===== src/rtl/uart_telemetry_hub.sv =====
// UART telemetry/command hub: periodic binary frame of NUM_CH sensor channels on tx,
// ASCII "L<idx><val>\n" LED commands on rx. Checksum byte enabled by UART_TELEM_CKSUM_EN.
module uart_telemetry_hub #(
  parameter int CLK_HZ    = 100_000_000,
  parameter int BAUD      = 9600,
  parameter int NUM_CH    = 2,
  parameter int CH_W      = 16,
  parameter int NUM_LED   = 2,
  parameter int TX_PERIOD = 100_000_000
) (
  input  logic                     clk,
  input  logic                     rst_n,
  input  logic [NUM_CH*CH_W-1:0]   ch_data,
  input  logic                     rx,
  output logic                     tx,
  output logic [NUM_LED-1:0]       led,
  output logic                     frame_busy,
  output logic                     cmd_err
);

  localparam int BAUD_DIV = CLK_HZ / BAUD;
  localparam int BPC      = (CH_W + 7) / 8;
  localparam int NB       = NUM_CH * BPC;
  localparam int CW       = $clog2(BAUD_DIV + 1);
  localparam int PW       = $clog2(TX_PERIOD + 1);
  localparam int IW       = $clog2(NB + 1);
  localparam int HALF_M1  = (BAUD_DIV / 2 > 0) ? BAUD_DIV / 2 - 1 : 0;
  localparam logic [7:0] SYNC_BYTE = 8'hA5;

  typedef enum logic [1:0] {F_IDLE, F_SYNC, F_PAYLOAD, F_CKSUM} f_state_t;
  typedef enum logic [1:0] {T_IDLE, T_START, T_DATA, T_STOP} t_state_t;
  typedef enum logic [1:0] {R_IDLE, R_START, R_DATA, R_STOP} r_state_t;
  typedef enum logic [1:0] {P_IDLE, P_IDX, P_VAL, P_EOL} p_state_t;

  // ---------------- period counter ----------------
  logic [PW-1:0] per_cnt_q, per_cnt_d;
  logic          frame_req;

  assign frame_req = (per_cnt_q == PW'(TX_PERIOD - 1));
  assign per_cnt_d = frame_req ? '0 : per_cnt_q + 1'b1;

  // ---------------- payload byte table from the shadow copy ----------------
  logic [NUM_CH*CH_W-1:0] shadow_q, shadow_d;
  logic [7:0]             pay_byte [NB];

  generate
    for (genvar gc = 0; gc < NUM_CH; gc++) begin : g_ch
      logic [BPC*8-1:0] padded;
      assign padded = (BPC*8)'(shadow_q[gc*CH_W +: CH_W]);
      for (genvar gb = 0; gb < BPC; gb++) begin : g_byte
        assign pay_byte[gc*BPC + gb] = padded[(BPC-1-gb)*8 +: 8];
      end
    end
  endgenerate

  // ---------------- frame sequencer ----------------
  f_state_t      f_state_q, f_state_d;
  logic [IW-1:0] byte_idx_q, byte_idx_d, sel_idx;
  logic [7:0]    cksum_q, cksum_d, sel_byte, load_byte;
  logic          load, tx_byte_done, frame_busy_q, frame_busy_d;

  always_comb begin
    f_state_d  = f_state_q;
    byte_idx_d = byte_idx_q;
    cksum_d    = cksum_q;
    shadow_d   = shadow_q;
    load       = 1'b0;
    load_byte  = SYNC_BYTE;
    // Next payload byte: index 0 after the sync byte, otherwise the one after the current.
    sel_idx    = (f_state_q == F_PAYLOAD) ? byte_idx_q + 1'b1 : '0;
    sel_byte   = '0;
    for (int i = 0; i < NB; i++) begin
      if (sel_idx == IW'(i)) sel_byte = pay_byte[i];
    end
    case (f_state_q)
      F_IDLE: if (frame_req) begin
        shadow_d   = ch_data;
        cksum_d    = '0;
        byte_idx_d = '0;
        load       = 1'b1;
        load_byte  = SYNC_BYTE;
        f_state_d  = F_SYNC;
      end
      F_SYNC: if (tx_byte_done) begin
        load       = 1'b1;
        load_byte  = sel_byte;
        cksum_d    = cksum_q + sel_byte;
        byte_idx_d = '0;
        f_state_d  = F_PAYLOAD;
      end
      F_PAYLOAD: if (tx_byte_done) begin
        if (byte_idx_q == IW'(NB - 1)) begin
`ifdef UART_TELEM_CKSUM_EN
          load      = 1'b1;
          load_byte = cksum_q;
          f_state_d = F_CKSUM;
`else
          f_state_d = F_IDLE;
`endif
        end else begin
          load       = 1'b1;
          load_byte  = sel_byte;
          cksum_d    = cksum_q + sel_byte;
          byte_idx_d = byte_idx_q + 1'b1;
        end
      end
      F_CKSUM: if (tx_byte_done) f_state_d = F_IDLE;
      default: f_state_d = F_IDLE;
    endcase
    frame_busy_d = (f_state_d != F_IDLE);
  end

  // ---------------- byte serialiser ----------------
  t_state_t      tx_state_q, tx_state_d;
  logic [CW-1:0] tx_cnt_q, tx_cnt_d;
  logic [2:0]    tx_bit_q, tx_bit_d;
  logic [7:0]    tx_shift_q, tx_shift_d;
  logic          tx_q, tx_d;

  assign tx_byte_done = (tx_state_q == T_STOP) && (tx_cnt_q == CW'(BAUD_DIV - 1));

  always_comb begin
    tx_state_d = tx_state_q;
    tx_cnt_d   = tx_cnt_q;
    tx_bit_d   = tx_bit_q;
    tx_shift_d = tx_shift_q;
    tx_d       = tx_q;
    case (tx_state_q)
      T_IDLE: begin
        tx_d = 1'b1;
        if (load) begin
          tx_state_d = T_START;
          tx_cnt_d   = '0;
          tx_shift_d = load_byte;
          tx_d       = 1'b0;
        end
      end
      T_START: if (tx_cnt_q == CW'(BAUD_DIV - 1)) begin
        tx_cnt_d   = '0;
        tx_bit_d   = '0;
        tx_state_d = T_DATA;
        tx_d       = tx_shift_q[0];
      end else tx_cnt_d = tx_cnt_q + 1'b1;
      T_DATA: if (tx_cnt_q == CW'(BAUD_DIV - 1)) begin
        tx_cnt_d = '0;
        if (tx_bit_q == 3'd7) begin
          tx_state_d = T_STOP;
          tx_d       = 1'b1;
        end else begin
          tx_bit_d   = tx_bit_q + 1'b1;
          tx_shift_d = tx_shift_q >> 1;
          tx_d       = tx_shift_q[1];
        end
      end else tx_cnt_d = tx_cnt_q + 1'b1;
      T_STOP: if (tx_byte_done) begin
        tx_cnt_d = '0;
        // Chain straight into the next start bit so bytes are back-to-back.
        if (load) begin
          tx_state_d = T_START;
          tx_shift_d = load_byte;
          tx_d       = 1'b0;
        end else tx_state_d = T_IDLE;
      end else tx_cnt_d = tx_cnt_q + 1'b1;
      default: tx_state_d = T_IDLE;
    endcase
  end

  // ---------------- RX front end ----------------
  logic          rx_meta_q, rx_sync_q, rx_prev_q;
  r_state_t      rx_state_q, rx_state_d;
  logic [CW-1:0] rx_cnt_q, rx_cnt_d;
  logic [2:0]    rx_bit_q, rx_bit_d;
  logic [7:0]    rx_shift_q, rx_shift_d;
  logic          rx_valid, rx_ferr;

  always_comb begin
    rx_state_d = rx_state_q;
    rx_cnt_d   = rx_cnt_q;
    rx_bit_d   = rx_bit_q;
    rx_shift_d = rx_shift_q;
    rx_valid   = 1'b0;
    rx_ferr    = 1'b0;
    case (rx_state_q)
      R_IDLE: if (rx_prev_q && !rx_sync_q) begin
        rx_state_d = R_START;
        rx_cnt_d   = '0;
      end
      R_START: if (rx_cnt_q == CW'(HALF_M1)) begin
        rx_cnt_d = '0;
        rx_bit_d = '0;
        rx_state_d = rx_sync_q ? R_IDLE : R_DATA;
      end else rx_cnt_d = rx_cnt_q + 1'b1;
      R_DATA: if (rx_cnt_q == CW'(BAUD_DIV - 1)) begin
        rx_cnt_d   = '0;
        rx_shift_d = {rx_sync_q, rx_shift_q[7:1]};
        if (rx_bit_q == 3'd7) rx_state_d = R_STOP;
        else                  rx_bit_d   = rx_bit_q + 1'b1;
      end else rx_cnt_d = rx_cnt_q + 1'b1;
      R_STOP: if (rx_cnt_q == CW'(BAUD_DIV - 1)) begin
        rx_cnt_d   = '0;
        rx_state_d = R_IDLE;
        rx_valid   = rx_sync_q;
        rx_ferr    = !rx_sync_q;
      end else rx_cnt_d = rx_cnt_q + 1'b1;
      default: rx_state_d = R_IDLE;
    endcase
  end

  // ---------------- command parser ----------------
  p_state_t           p_state_q, p_state_d;
  logic [3:0]         idx_q, idx_d;
  logic               val_q, val_d;
  logic [NUM_LED-1:0] led_q, led_d;
  logic               cmd_err_q, cmd_err_d;

  always_comb begin
    p_state_d = p_state_q;
    idx_d     = idx_q;
    val_d     = val_q;
    led_d     = led_q;
    cmd_err_d = 1'b0;
    if (rx_ferr) begin
      p_state_d = P_IDLE;
      cmd_err_d = 1'b1;
    end else if (rx_valid) begin
      // Any mismatch outside P_IDLE (including a stray 'L') aborts the command.
      p_state_d = P_IDLE;
      case (p_state_q)
        P_IDLE: if (rx_shift_q == 8'h4C) p_state_d = P_IDX;
        P_IDX: if (rx_shift_q >= 8'h30 && rx_shift_q < 8'(8'h30 + NUM_LED)) begin
          idx_d     = 4'(rx_shift_q - 8'h30);
          p_state_d = P_VAL;
        end else cmd_err_d = 1'b1;
        P_VAL: if (rx_shift_q == 8'h30 || rx_shift_q == 8'h31) begin
          val_d     = rx_shift_q[0];
          p_state_d = P_EOL;
        end else cmd_err_d = 1'b1;
        P_EOL: if (rx_shift_q == 8'h0A) begin
          for (int i = 0; i < NUM_LED; i++) begin
            if (idx_q == 4'(i)) led_d[i] = val_q;
          end
        end else cmd_err_d = 1'b1;
        default: p_state_d = P_IDLE;
      endcase
    end
  end

  // ---------------- state registers ----------------
  always_ff @(posedge clk or negedge rst_n) begin
    if (!rst_n) begin
      per_cnt_q    <= '0;
      shadow_q     <= '0;
      f_state_q    <= F_IDLE;
      byte_idx_q   <= '0;
      cksum_q      <= '0;
      frame_busy_q <= 1'b0;
      tx_state_q   <= T_IDLE;
      tx_cnt_q     <= '0;
      tx_bit_q     <= '0;
      tx_shift_q   <= '0;
      tx_q         <= 1'b1;
      rx_meta_q    <= 1'b1;
      rx_sync_q    <= 1'b1;
      rx_prev_q    <= 1'b1;
      rx_state_q   <= R_IDLE;
      rx_cnt_q     <= '0;
      rx_bit_q     <= '0;
      rx_shift_q   <= '0;
      p_state_q    <= P_IDLE;
      idx_q        <= '0;
      val_q        <= 1'b0;
      led_q        <= '0;
      cmd_err_q    <= 1'b0;
    end else begin
      per_cnt_q    <= per_cnt_d;
      shadow_q     <= shadow_d;
      f_state_q    <= f_state_d;
      byte_idx_q   <= byte_idx_d;
      cksum_q      <= cksum_d;
      frame_busy_q <= frame_busy_d;
      tx_state_q   <= tx_state_d;
      tx_cnt_q     <= tx_cnt_d;
      tx_bit_q     <= tx_bit_d;
      tx_shift_q   <= tx_shift_d;
      tx_q         <= tx_d;
      rx_meta_q    <= rx;
      rx_sync_q    <= rx_meta_q;
      rx_prev_q    <= rx_sync_q;
      rx_state_q   <= rx_state_d;
      rx_cnt_q     <= rx_cnt_d;
      rx_bit_q     <= rx_bit_d;
      rx_shift_q   <= rx_shift_d;
      p_state_q    <= p_state_d;
      idx_q        <= idx_d;
      val_q        <= val_d;
      led_q        <= led_d;
      cmd_err_q    <= cmd_err_d;
    end
  end

  assign tx         = tx_q;
  assign led        = led_q;
  assign frame_busy = frame_busy_q;
  assign cmd_err    = cmd_err_q;

endmodule


===== config.mk =====
export PLATFORM = sky130hd
export DESIGN_NAME = uart_telemetry_hub
export DESIGN_NICKNAME = d
export VERILOG_FILES = /design/src/rtl/uart_telemetry_hub.sv
export SDC_FILE = /design/constraint.sdc
export NUM_CORES = 1
export LEC_CHECK = 0
export BUFFER_PORTS_ARGS = -buffer_cell sky130_fd_sc_hd__clkbuf_2
export CORE_AREA = 2 2 98 138
export CTS_CLUSTER_DIAMETER = 40
export DETAILED_ROUTE_END_ITERATION = 8
export DIE_AREA = 0 0 100 140
export MAX_ROUTING_LAYER = met4
export PLACE_DENSITY_LB_ADDON = 0.1
export SETUP_SLACK_MARGIN = 0.15
export SLEW_MARGIN = 20
export SYNTH_ARGS = -nofsm -noshare
export SYNTH_HDL_FRONTEND = slang
export SYNTH_SLANG_ARGS = --single-unit

===== constraint.sdc =====
create_clock -name clk -period 2.7 [get_ports clk]
set_clock_uncertainty 0.1 [all_clocks]
set_input_delay 0 -clock clk [delete_from_list [all_inputs] [get_ports clk]]
set_output_delay 0 -clock clk [all_outputs]
set_load 0.02 [all_outputs]

Yosys cells after proc, flatten, opt, wreduce, memory -nomap -nowiden
Cells that the tools add are included.

Add/subtract/negate cells: 7. Multiply operators: 0. Div/mod/pow operators: 0. Order comparisons: 2. Equality and inequality tests: 44. Shift operators: 0. Mux-type cells: 84. Bitwise logic cells: 1. Reductions and logical operators: 32.

Operator list (count): two-way mux 8 bit (11); two-way mux 14 bit (6); one-hot mux 14 bit (3 select lines) (2); two-way mux 2 bit (20); inequality test 2 bit, second input constant (17); two-way mux 3 bit (11); adder 14 x 1 -> 14 bit, second input constant (2); equality test 14 bit, second input constant (2); adder 27 x 1 -> 27 bit, second input constant (1); equality test 27 bit, second input constant (1); two-way mux 27 bit (1); AND reduction 5 bit (5); one-hot mux 2 bit (4 select lines) (3); one-hot mux 8 bit (3 select lines) (1); AND reduction 4 bit (6); two-way mux 1 bit (21); equality test 2 bit, second input constant (8); equality test 8 x 6 -> 1 bit, second input constant (2); one-hot mux 8 bit (2 select lines) (1); equality test 14 x 13 -> 1 bit, second input constant (1); one-hot mux 3 bit (2 select lines) (2); adder 3 x 1 -> 3 bit, second input constant (3); equality test 3 x 2 -> 1 bit, second input constant (3); one-hot mux 3 bit (3 select lines) (1); other kinds (23) (39).

Flip-flop bits (word level): 133. Latch bits: 0. RAM bits: 0. Memory bits (read-only): 0. Input bits: 35. Output and inout port bits: 5. Logic and storage cells: 193. Memories kept: 0.

Longest topological paths before layout
Gate-level depths: netlist (run 1).

Word-level depth: 13. Gate-level depth with buffers: 10. Depth with buffers taken out: 8.

Worst setup path after synthesis (run 1)
No wires, ideal clock.

Path type: reg2reg. From: register per_cnt_q[10]. To: register tx_state_q[1]. Library setup time: 127 ps. Arrival: 2410 ps. Path slack: 62 ps. Stages on the path, launching flop included: 7. Clock period less this slack: 2638 ps. Cell sequence: dfrtp_1 > or4b_1 > or3_4 > nor4_2 > a21oi_1 > or3b_1 > mux2_1.

Longest elaborated chain between the ends: 5.

Ends and longest elaborated chain: from (decl) (RTL line 36) `logic [PW-1:0] per_cnt_q, per_cnt_d;`; from (signal assigned) (RTL line 275) `per_cnt_q <= per_cnt_d;`; equality test 27 bit (RTL line 39) `assign frame_req = (per_cnt_q == PW'(TX_PERIOD - 1));`; two-way mux 1 bit (RTL line 76) `F_IDLE: if (frame_req) begin`; one-hot mux 1 bit (3 select lines) (RTL line 75) `case (f_state_q)`; inequality test 2 bit (no source line); AND reduction 5 bit (no source line); to (signal assigned) (RTL line 281) `tx_state_q <= tx_state_d;`; to (decl) (RTL line 114) `t_state_t tx_state_q, tx_state_d;`.

No other way between the ends. A chain may end at the register's enable or synchronous reset.

Final worst setup path (run 1)
From: register per_cnt_q[10]. To: register tx_shift_q[3].

Longest elaborated chain between the ends: 6.

Ends and longest elaborated chain: equality test 27 bit * (RTL line 39); two-way mux 1 bit * (RTL line 76); one-hot mux 1 bit (3 select lines) * (RTL line 75); two-way mux 8 bit *; two-way mux 8 bit; one-hot mux 8 bit (3 select lines) *; to (signal assigned) (RTL line 284) `tx_shift_q <= tx_shift_d;`; to (decl) (RTL line 117) `logic [7:0] tx_shift_q, tx_shift_d;`.

Mark *: on every way between the ends. The rest lies on a longest branch, timed or not. The select of a mux whose other input is x is not followed.

==> flow_metrics.env, run 1 <==
export IMPL_chipHeight_um=140
export IMPL_yosysSeqAreaShare=0.482
export IMPL_ant_nets=0
export IMPL_rr_worst_depth=6
export IMPL_slew_headroom=0.520
export IMPL_antenna_found_initial=0
export IMPL_grt_pass1_vias=5829
export IMPL_synth_top_family_by_area="simple AND/OR/NAND/NOR gates"
export IMPL_die_x_um=100
export IMPL_port_buffers=39
export IMPL_gr_total_overflow=0
export IMPL_synth_xor_area_frac=0.0266
export IMPL_tightest_slew_ns=0.713
export IMPL_finalHoldViolations=0
export IMPL_ys_warn_count=0
export IMPL_synth_edf_count=0
export IMPL_final_setup_worst_slack_ns=0.0161
export IMPL_synthSimpleGateAreaFrac=0.234
export IMPL_dieArea_um2=14000
export IMPL_run_status="complete, no violations"
export IMPL_fin_crit_sh=0.994
export IMPL_grt_pass1_wl_um=27100
export IMPL_place_ws_ns=0.000977
export IMPL_rsz0062_at_grt="true"
export IMPL_synth_fa_ha_area_frac=0.0344
export IMPL_dpl_hpwl_um=10700
export IMPL_final_layout_size_suffix_gt1_frac=0.203
export IMPL_worstSetupPathType="reg -> reg"
export IMPL_clock_sinks=133
export IMPL_ios=40
export IMPL_diodes=0
export IMPL_vias=5895
export IMPL_cp_arrival_ns=2.86
export IMPL_synthMuxAreaShare=0.0418
export IMPL_start_kind="register"
export IMPL_end_kind="register"
export IMPL_synthCells=752
export IMPL_clk_pin_slew_ns=0.06
export IMPL_post_route_util=0.682
export IMPL_peakVddDrop_mv=0.367
export IMPL_syn2layout_area_growth_pct=25.8
export IMPL_powerDensity_nw_per_um2=542
export IMPL_fp_coreArea_um2=12800
export IMPL_fin_crit_ns=2.68
export IMPL_fmax_mhz=373
export IMPL_cellLeakagePower_nw=3.97
export IMPL_grt_max_degree=62
export IMPL_hp_class="in -> async"
export IMPL_ys_flop_type="dfrtp_1"
export IMPL_fin_nets=913
export IMPL_drv_slew=0
export IMPL_cp_endpoint="tx_shift_q[3]"
export IMPL_grtUsageTotal=0.246
export IMPL_finalWeightedCongestion=0.902
export IMPL_path_max_fanout=8
export IMPL_totalWireLength_um=16100
export IMPL_syn_num_nets=806
export IMPL_synth_seq_cells=133
export IMPL_synthArstFlopShare=1.00
export IMPL_synth_compound_area_frac=0.149
export IMPL_first_pass_iters=5
export IMPL_r2r_start="per_cnt_q[10]"
export IMPL_drc=0
export IMPL_cts_tree="built"
export IMPL_worstPathRequired_ns=2.88
export IMPL_syn_avg_cell_area_um2=9.20
export IMPL_viasPerCell=5.75
export IMPL_start_util=0.542
export IMPL_clk_latency_ns=0.42
export IMPL_numCtsBuffers=17
export IMPL_wl_per_cell_um=15.7
export IMPL_root_buffer="clkbuf_16"
export IMPL_cap_violations=0
export IMPL_num_rows=49
export IMPL_clock_path_buffers=2
export IMPL_rrSetupSlack_ns=0.02
export IMPL_syn_cell_area_um2=6920
export IMPL_rr_endpoint="tx_shift_q[3]"
export IMPL_setup_violations=0
export IMPL_power_mw=4.72
export IMPL_synth_cell_types=69
export IMPL_cp_startpoint="per_cnt_q[10]"
export IMPL_h_tree_depth=4
export IMPL_first_iter_violations=234
==> state kept, by name (all words and copies together), names as in the netlist, 2 cells and up, named ones only <==
register and cells:
shadow_q 32, per_cnt_q 27, p_state_q 2, f_state_q 2
tx_shift_q 8, tx_state_q 2, rx_bit_q 3, tx_bit_q 3
rx_shift_q 8, byte_idx_q 3, tx_cnt_q 14, led 2
rx_cnt_q 14, idx_q 4
==> worst max-delay path, cell delays in order (launching register included) <==
cell	delay [ns]
dfrtp_1	0.39
or4b_1	0.51
or3_4	0.37
or4b_4	0.57
nand2_2	0.10
a41oi_4	0.17
mux2_2	0.33
==> layout make-up <==
class | instances | area [um2]
Inverter | 28 | 105
Tap cell | 153 | 191
Timing Repair Buffer | 116 | 908
Clock inverter | 14 | 154
Sequential cell | 133 | 3330
Clock buffer | 18 | 429
Fill cell | 992 | 4050
Multi-Input combinational cell | 563 | 3580
==> power by group <==
group          switching [mW]  leakage, nW  internal, mW
clock                   0.893        0.277          1.37
sequential             0.0641         1.65          2.04
combinational           0.204         2.04         0.148
total                    1.16         3.97          3.56
==> cells in the final DEF (no fill, tap or decap), drive strengths merged, types with 9 or more instances in the layout <==
cell type	count
nor4	9
nand2b	14
nor3	9
o21ai	76
nand2	158
dfrtp	129
nand3	20
nor2	53
buf	44
dlygate4sd3	34
nand4	11
clkbuf	56
xor2	14
a21oi	29
and3	10
a31oi	10
nor2b	11
ha	19
inv	31
mux2	20
o31ai	9
==> metal layers <==
layer	wire length [um]	GRT usage
met5	0	-
met4	275	0.0952
met3	355	0.0404
met2	8690	0.417
met1	6770	0.294
==> synth_stat cells (all sizes together), types with 9 or more instances <==
cell type | instances | area [um2]
clkbuf | 23 | 86.3
nand4 | 11 | 68.8
o21ai | 76 | 380
dfrtp | 129 | 3230
nor2 | 53 | 199
nand2b | 14 | 87.6
a31oi | 10 | 62.6
nand2 | 158 | 593
o31ai | 9 | 67.6
xor2 | 14 | 123
and3 | 10 | 62.6
inv | 28 | 105
nor2b | 11 | 68.8
nor3 | 9 | 45.0
nand3 | 20 | 100
nor4 | 9 | 77.6
a21oi | 29 | 156
mux2 | 20 | 229
ha | 19 | 238
==> metrics by stage <==
stage | setup TNS (ns) | std cells | cell area, um2 | hold slack [ns]
floorplan | 0 | 752 | 6930 | -0.396
global placement | 0 | 945 | 7450 | -0.0965
detailed placement | 0 | 945 | 7450 | -0.0867
CTS | 0 | 1015 | 8420 | 0.00854
global route | -0.198 | 1025 | 8700 | 0.0613
finish | 0 | 1025 | 8700 | 0.00254
==> worst min path at each step <==
stage,start,end,slack [ns],depth (start not counted)
final,rst_n,led[1],0.003,2
after global routing,rst_n,led[1],0.06,2
after CTS,rst_n,led[1],0.009,2
after detailed placement,rst_n,led[1],-0.09,1
after global placement,rst_n,led[1],-0.1,1
after floorplan,rst_n,async pin,-0.40,0
==> repair_timing <==
action,4_1_cts,5_1_grt
buffers inserted,4,10
pin swaps,4,13
hold buffers,34,0
setup endpoints to repair,24,34
resized for setup,6,52
endpoints found under the hold margin,130,0
==> logic make-up after synthesis <==
family,after synthesis
multiplexers,26
AND/OR/NAND/NOR,334
flip-flops,133
buffers and inverters,56
adder cells (fa/ha/maj),19
AO/OA/AOI/OAI,163
XOR/XNOR,21
No activity file was read; power rests on OpenSTA's default activity.
==> run 2: changes to the inputs <==
--- a/config.mk
+++ b/config.mk
@@ -10,6 +10,7 @@
 export CTS_CLUSTER_DIAMETER = 40
 export DETAILED_ROUTE_END_ITERATION = 8
 export DIE_AREA = 0 0 100 140
+export GPL_TIMING_DRIVEN = 0
 export MAX_ROUTING_LAYER = met4
 export PLACE_DENSITY_LB_ADDON = 0.1
 export SETUP_SLACK_MARGIN = 0.15
==> run 2 against run 1 <==
- the run now ends with setup timing left
- core utilization rose by 3.3 points
- sequential share of layout area fell by 1.8 points
- highest routed layer unchanged
- cell count is 1.9% higher
- sequential cell count unchanged
- critical path depth up 1
- critical path type unchanged
- combinational power grew 12%
- fmax shrank 2.6%
- via count rose by 4.6%
- sequential power is essentially flat
==> flow_metrics.env, run 2 (same netlist as run 1, synthesis figures left out) <==
export IMPL_crit_slowest_cell="or4b_1"
export IMPL_largest_register_ffs=32
export IMPL_finalWeightedCongestion=0.935
export IMPL_hold_ws_ns=0.0242
export IMPL_path_cells="or4b_1, or3_4, buf_4, nor4_4, a21oi_4, or3b_4, mux2_4"
export IMPL_path_max_fanout=5
export IMPL_cts_tree="built"
export IMPL_dieArea_um2=14000
export IMPL_start_util=0.542
export IMPL_clock_sinks=133
export IMPL_critPathMaxStageDelay_ns=0.51
export IMPL_fin_nets=932
export IMPL_regMostFlops="shadow_q"
export IMPL_final_layout_size_suffix_gt1_frac=0.262
export IMPL_setup_violations=5
export IMPL_peakVddDrop_mv=0.409
export IMPL_post_route_util=0.715
export IMPL_die_x_um=100
export IMPL_ios=40
export IMPL_end_kind="register"
export IMPL_gr_total_overflow=0
export IMPL_first_pass_iters=5
export IMPL_totalWireLength_um=17700
export IMPL_grt_pass1_wl_um=28500
export IMPL_clock_path_buffers=2
export IMPL_violations="setup timing"
export IMPL_slew_headroom=0.524
export IMPL_fp_coreArea_um2=12800
export IMPL_vias=6165
export IMPL_numCtsBuffers=17
export IMPL_place_ws_ns=-0.285
export IMPL_drv_slew=0
export IMPL_cellLeakagePower_nw=4.08
export IMPL_fin_crit_ns=2.76
export IMPL_fin_crit_sh=1.02
export IMPL_ant_nets=0
export IMPL_rsz0062_at_grt="true"
export IMPL_num_rows=49
export IMPL_worstPathRequired_ns=2.90
export IMPL_worstSetupPathType="reg -> reg"
export IMPL_final_cell_mix="dfrtp_1, nand2_1, o21ai_0, nor2_1, clkbuf_2"
export IMPL_reg_top3="shadow_q x32, per_cnt_q x27"
export IMPL_clk_latency_ns=0.42
export IMPL_hp_class="in -> async"
export IMPL_clk_pin_slew_ns=0.06
export IMPL_tightest_slew_ns=0.707
export IMPL_viasPerCell=5.91
export IMPL_rr_worst_depth=7
export IMPL_layout_commonest_cell="dfrtp_1"
export IMPL_wl_per_cell_um=17.0
export IMPL_root_buffer="clkbuf_16"
export IMPL_grt_pass1_vias=6161
export IMPL_syn2layout_area_growth_pct=31.9
export IMPL_h_tree_depth=4
export IMPL_cap_violations=0
export IMPL_grt_max_degree=69
export IMPL_start_kind="register"
export IMPL_chipHeight_um=140
export IMPL_cp_arrival_ns=2.96
export IMPL_antenna_found_initial=0
export IMPL_first_iter_violations=254
export IMPL_grtUsageTotal=0.258
export IMPL_run_status="complete, but fails checks"
export IMPL_fmax_mhz=363
export IMPL_powerDensity_nw_per_um2=509
export IMPL_finalHoldViolations=0
export IMPL_diodes=0
export IMPL_port_buffers=39
export IMPL_dpl_hpwl_um=10800
export IMPL_power_mw=4.64
export IMPL_drc=0
export IMPL_final_setup_worst_slack_ns=-0.0566
==> run 2: cell type report <==
class	count	area, um2
clock inverters	13	111
repair buffers	108	921
plain buffers	27	214
fillers	919	3630
well taps	153	191
clock buffers	19	433
inverters	28	105
flip-flops and latches	133	3330
multi-input cells	563	3810
==> run 2: layer usage <==
metal  routed length [um]  vias up  track usage
li1                     -     2910            -
met1                 7090     3027        0.297
met2                 9490      173        0.446
met3                  581       55       0.0474
met4                  543        0       0.0988
met5                    0        -            -
==> run 2: repair_timing <==
item                                    in CTS  in global routing
pin swaps                                   41                 22
cloned                                       4                  1
setup buffers                               18                 11
endpoints found under the hold margin      164                  0
endpoints found under the setup margin      90                 94
gates resized for setup                     87                 83
hold buffers                                34                  0
==> run 2: power breakdown <==
group | internal [mW] | switching, mW
registers | 2.04 | 0.0460
clock network | 1.26 | 0.900
logic | 0.156 | 0.238
total | 3.46 | 1.18
==> run 2: per-stage QoR <==
stage / cell area [um2] / TNS, ns / instances
CTS: 8760 / -0.572 / 1032
global placement: 7310 / -81.07 / 944
detailed placement: 7360 / -9.70 / 945
floorplan: 6930 / 0 / 752
finish: 9120 / -0.130 / 1044
global route: 9120 / -0.870 / 1044
==> run 2: worst paths after layout <==
path / end / startpoint / slack (ns)
worst max-delay path: tx_state_q[1] / per_cnt_q[12] / -0.06
max in group asynchronous: tx / rst_n / 1.73
worst min register to register: rx_sync_q / rx_meta_q / 0.26
min in group clk: rx_meta_q / rx / 0.12
worst max register to register: tx_state_q[1] / per_cnt_q[12] / -0.06
worst min-delay path: idx_q[0] / rst_n / 0.02
==> run 2: worst max-delay path, delay by kind of cell (launching register included) <==
family,cells,cell delay [ns]
AO/OA/AOI/OAI,1,0.13
flip-flops,1,0.40
multiplexers,1,0.31
AND/OR/NAND/NOR,4,1.53
buffers and inverters,1,0.16
==> run 3: changes to the inputs <==
--- a/config.mk
+++ b/config.mk
@@ -6,12 +6,11 @@
 export NUM_CORES = 1
 export LEC_CHECK = 0
 export BUFFER_PORTS_ARGS = -buffer_cell sky130_fd_sc_hd__clkbuf_2
-export CORE_AREA = 2 2 98 138
+export CORE_AREA = 2 2 108 152
 export CTS_CLUSTER_DIAMETER = 40
 export DETAILED_ROUTE_END_ITERATION = 8
-export DIE_AREA = 0 0 100 140
+export DIE_AREA = 0 0 110 154
 export GPL_TIMING_DRIVEN = 0
-export MAX_ROUTING_LAYER = met4
 export PLACE_DENSITY_LB_ADDON = 0.1
 export SETUP_SLACK_MARGIN = 0.15
 export SLEW_MARGIN = 20
==> run 3 against run 2 <==
- the run still ends with setup timing left
- first-iteration DRC count grew 10%
- setup slack better by 0.025 ns
- clock-buffer cell count shrank 2
- cell count grew 3.8%
- final area increased by 0.36%
- critical endpoint is now tx
- sequential share of layout area fell by 0.14 points
- combinational power fell by 2%
- die area grew 21%
- via count fell by 4.9%
==> flow_metrics.env, run 3 (same netlist as run 1, synthesis figures left out) <==
export IMPL_regArea_um2=3330
export IMPL_fmax_mhz=366
export IMPL_first_iter_violations=280
export IMPL_viasPerCell=5.41
export IMPL_hp_class="in -> reg"
export IMPL_clock_sinks=133
export IMPL_grt_max_degree=85
export IMPL_grt_pass1_vias=6003
export IMPL_antenna_found_initial=0
export IMPL_drc=0
export IMPL_hold_ws_ns=0.130
export IMPL_ios=40
export IMPL_fin_nets=929
export IMPL_worstHoldStart="rx"
export IMPL_ant_nets=0
export IMPL_fin_crit_ns=2.73
export IMPL_cp_startpoint="per_cnt_q[10]"
export IMPL_finalHoldViolations=0
export IMPL_dieArea_um2=16900
export IMPL_clk_pin_slew_ns=0.06
export IMPL_clock_path_buffers=2
export IMPL_worstSetupPathType="reg -> reg"
export IMPL_start_util=0.447
export IMPL_h_tree_depth=4
export IMPL_power_mw=4.71
export IMPL_grtUsageTotal=0.209
export IMPL_grt_pass1_wl_um=28100
export IMPL_cp_arrival_ns=2.98
export IMPL_wl_per_cell_um=15.4
export IMPL_final_layout_size_suffix_gt1_frac=0.252
export IMPL_num_rows=54
export IMPL_fin_cells=1084
export IMPL_powerDensity_nw_per_um2=514
export IMPL_rr_worst_depth=7
export IMPL_syn2layout_area_growth_pct=32.4
export IMPL_end_kind="register"
export IMPL_fin_crit_sh=1.01
export IMPL_dpl_hpwl_um=10900
export IMPL_clk_latency_ns=0.42
export IMPL_layout_commonest_cell="dfrtp_1"
export IMPL_start_kind="register"
export IMPL_numCtsBuffers=17
export IMPL_post_route_util=0.592
export IMPL_reg_top3="shadow_q x32, per_cnt_q x27"
export IMPL_regMostFlops="shadow_q"
export IMPL_rsz0062_at_grt="true"
export IMPL_drv_slew=0
export IMPL_post_place_cells=988
export IMPL_worstPathRequired_ns=2.95
export IMPL_final_setup_worst_slack_ns=-0.0319
export IMPL_fp_coreArea_um2=15500
export IMPL_hold_depth=2
export IMPL_cellLeakagePower_nw=4.08
export IMPL_diodes=0
export IMPL_port_buffers=39
export IMPL_vias=5861
export IMPL_whs_endpoint="rx_meta_q"
export IMPL_run_status="complete, but fails checks"
export IMPL_finalWeightedCongestion=0.872
export IMPL_slew_headroom=0.520
export IMPL_cap_violations=0
export IMPL_chipHeight_um=154
export IMPL_path_max_fanout=4
export IMPL_rrSetupSlack_ns=-0.03
export IMPL_first_pass_iters=5
export IMPL_cts_tree="built"
export IMPL_r2r_start="per_cnt_q[10]"
export IMPL_multi_input_area_um2=3780
export IMPL_rr_endpoint="tx"
export IMPL_root_buffer="clkbuf_16"
export IMPL_tightest_slew_ns=0.714
export IMPL_largest_register_ffs=32
export IMPL_peakVddDrop_mv=0.477
export IMPL_final_cell_mix="dfrtp_1, nand2_1, o21ai_0, nor2_1, clkbuf_2"
export IMPL_place_ws_ns=-0.328
export IMPL_totalWireLength_um=16600
export IMPL_violations="setup timing"
export IMPL_die_x_um=110
export IMPL_setup_violations=25
export IMPL_gr_total_overflow=0
export IMPL_fill_cells=1306
[run 3: changes by cell type in the layout (fill, tap and decap cells not counted), moves of 3 or more]
cell / previous run / this run
nand2_1: 121 / 118
buf_4: 26 / 20
clkinv_2: 5 / 0
o21ai_0: 58 / 64
clkinv_4: 1 / 5
o21ai_2: 12 / 4
clkbuf_4: 0 / 3
nand2_2: 24 / 28
buf_8: 6 / 3
[run 3: critical path, cell delays in order, from the launching register on]
cell and delay [ns]:
dfrtp_1 0.39, or4b_1 0.51, or3_4 0.39, or4b_4 0.57, buf_8 0.15, a21oi_4 0.15, o22ai_2 0.10, mux2_4 0.30
[run 3: worst max-delay path by stage]
stage                                to  slack (ns)  depth (start not counted)
after floorplan           tx_state_q[1]        0.07                          6
after global placement    per_cnt_q[20]       -0.60                          1
final                                tx       -0.03                          7
after global routing                 tx       -0.09                          7
after detailed placement    shadow_q[7]       -0.33                          6
after CTS                            tx       -0.04                          7
[run 3: power by group]
part	internal [mW]	total, mW	switching, mW
clock network	1.29	2.24	0.951
registers	2.04	2.08	0.0430
logic	0.156	0.387	0.231
total	3.48	4.71	1.22
[run 3: final cells by class]
| class | count | area share |
|---|---|---|
| Multi-Input combinational cell | 563 | 0.413 |
| Sequential cell | 133 | 0.364 |
| Timing Repair Buffer | 105 | 0.0999 |
| Clock buffer | 17 | 0.0465 |
| Tap cell | 196 | 0.0268 |
| Buffer | 27 | 0.0219 |
| Clock inverter | 15 | 0.0164 |
| Inverter | 28 | 0.0115 |
[run 3: layer usage]
layer / track usage / vias up / wire [um] / share of wire
li1: - / 2894 / - / -
met1: 0.256 / 2855 / 7140 / 0.43
met2: 0.357 / 89 / 8800 / 0.53
met3: 0.0424 / 23 / 371 / 0.022
met4: 0.0826 / 0 / 329 / 0.020
met5: 0 / - / 0 / 0
[run 3: per-stage QoR]
| step | setup TNS, ns | area [um2] |
|---|---|---|
| after floorplan | 0 | 6930 |
| after global placement | -91.58 | 7370 |
| after detailed placement | -13.10 | 7410 |
| after CTS | -0.200 | 8770 |
| after global routing | -2.38 | 9160 |
| final | -0.366 | 9160 |
[run 3: repair_timing]
item | 4_1_cts | 5_1_grt
hold endpoints to repair | 162 | 0
endpoints found under the setup margin | 91 | 94
cloned | 2 | 1
pin swaps | 38 | 19
setup buffers | 15 | 11
gates resized for setup | 67 | 82
hold buffers | 36 | 0
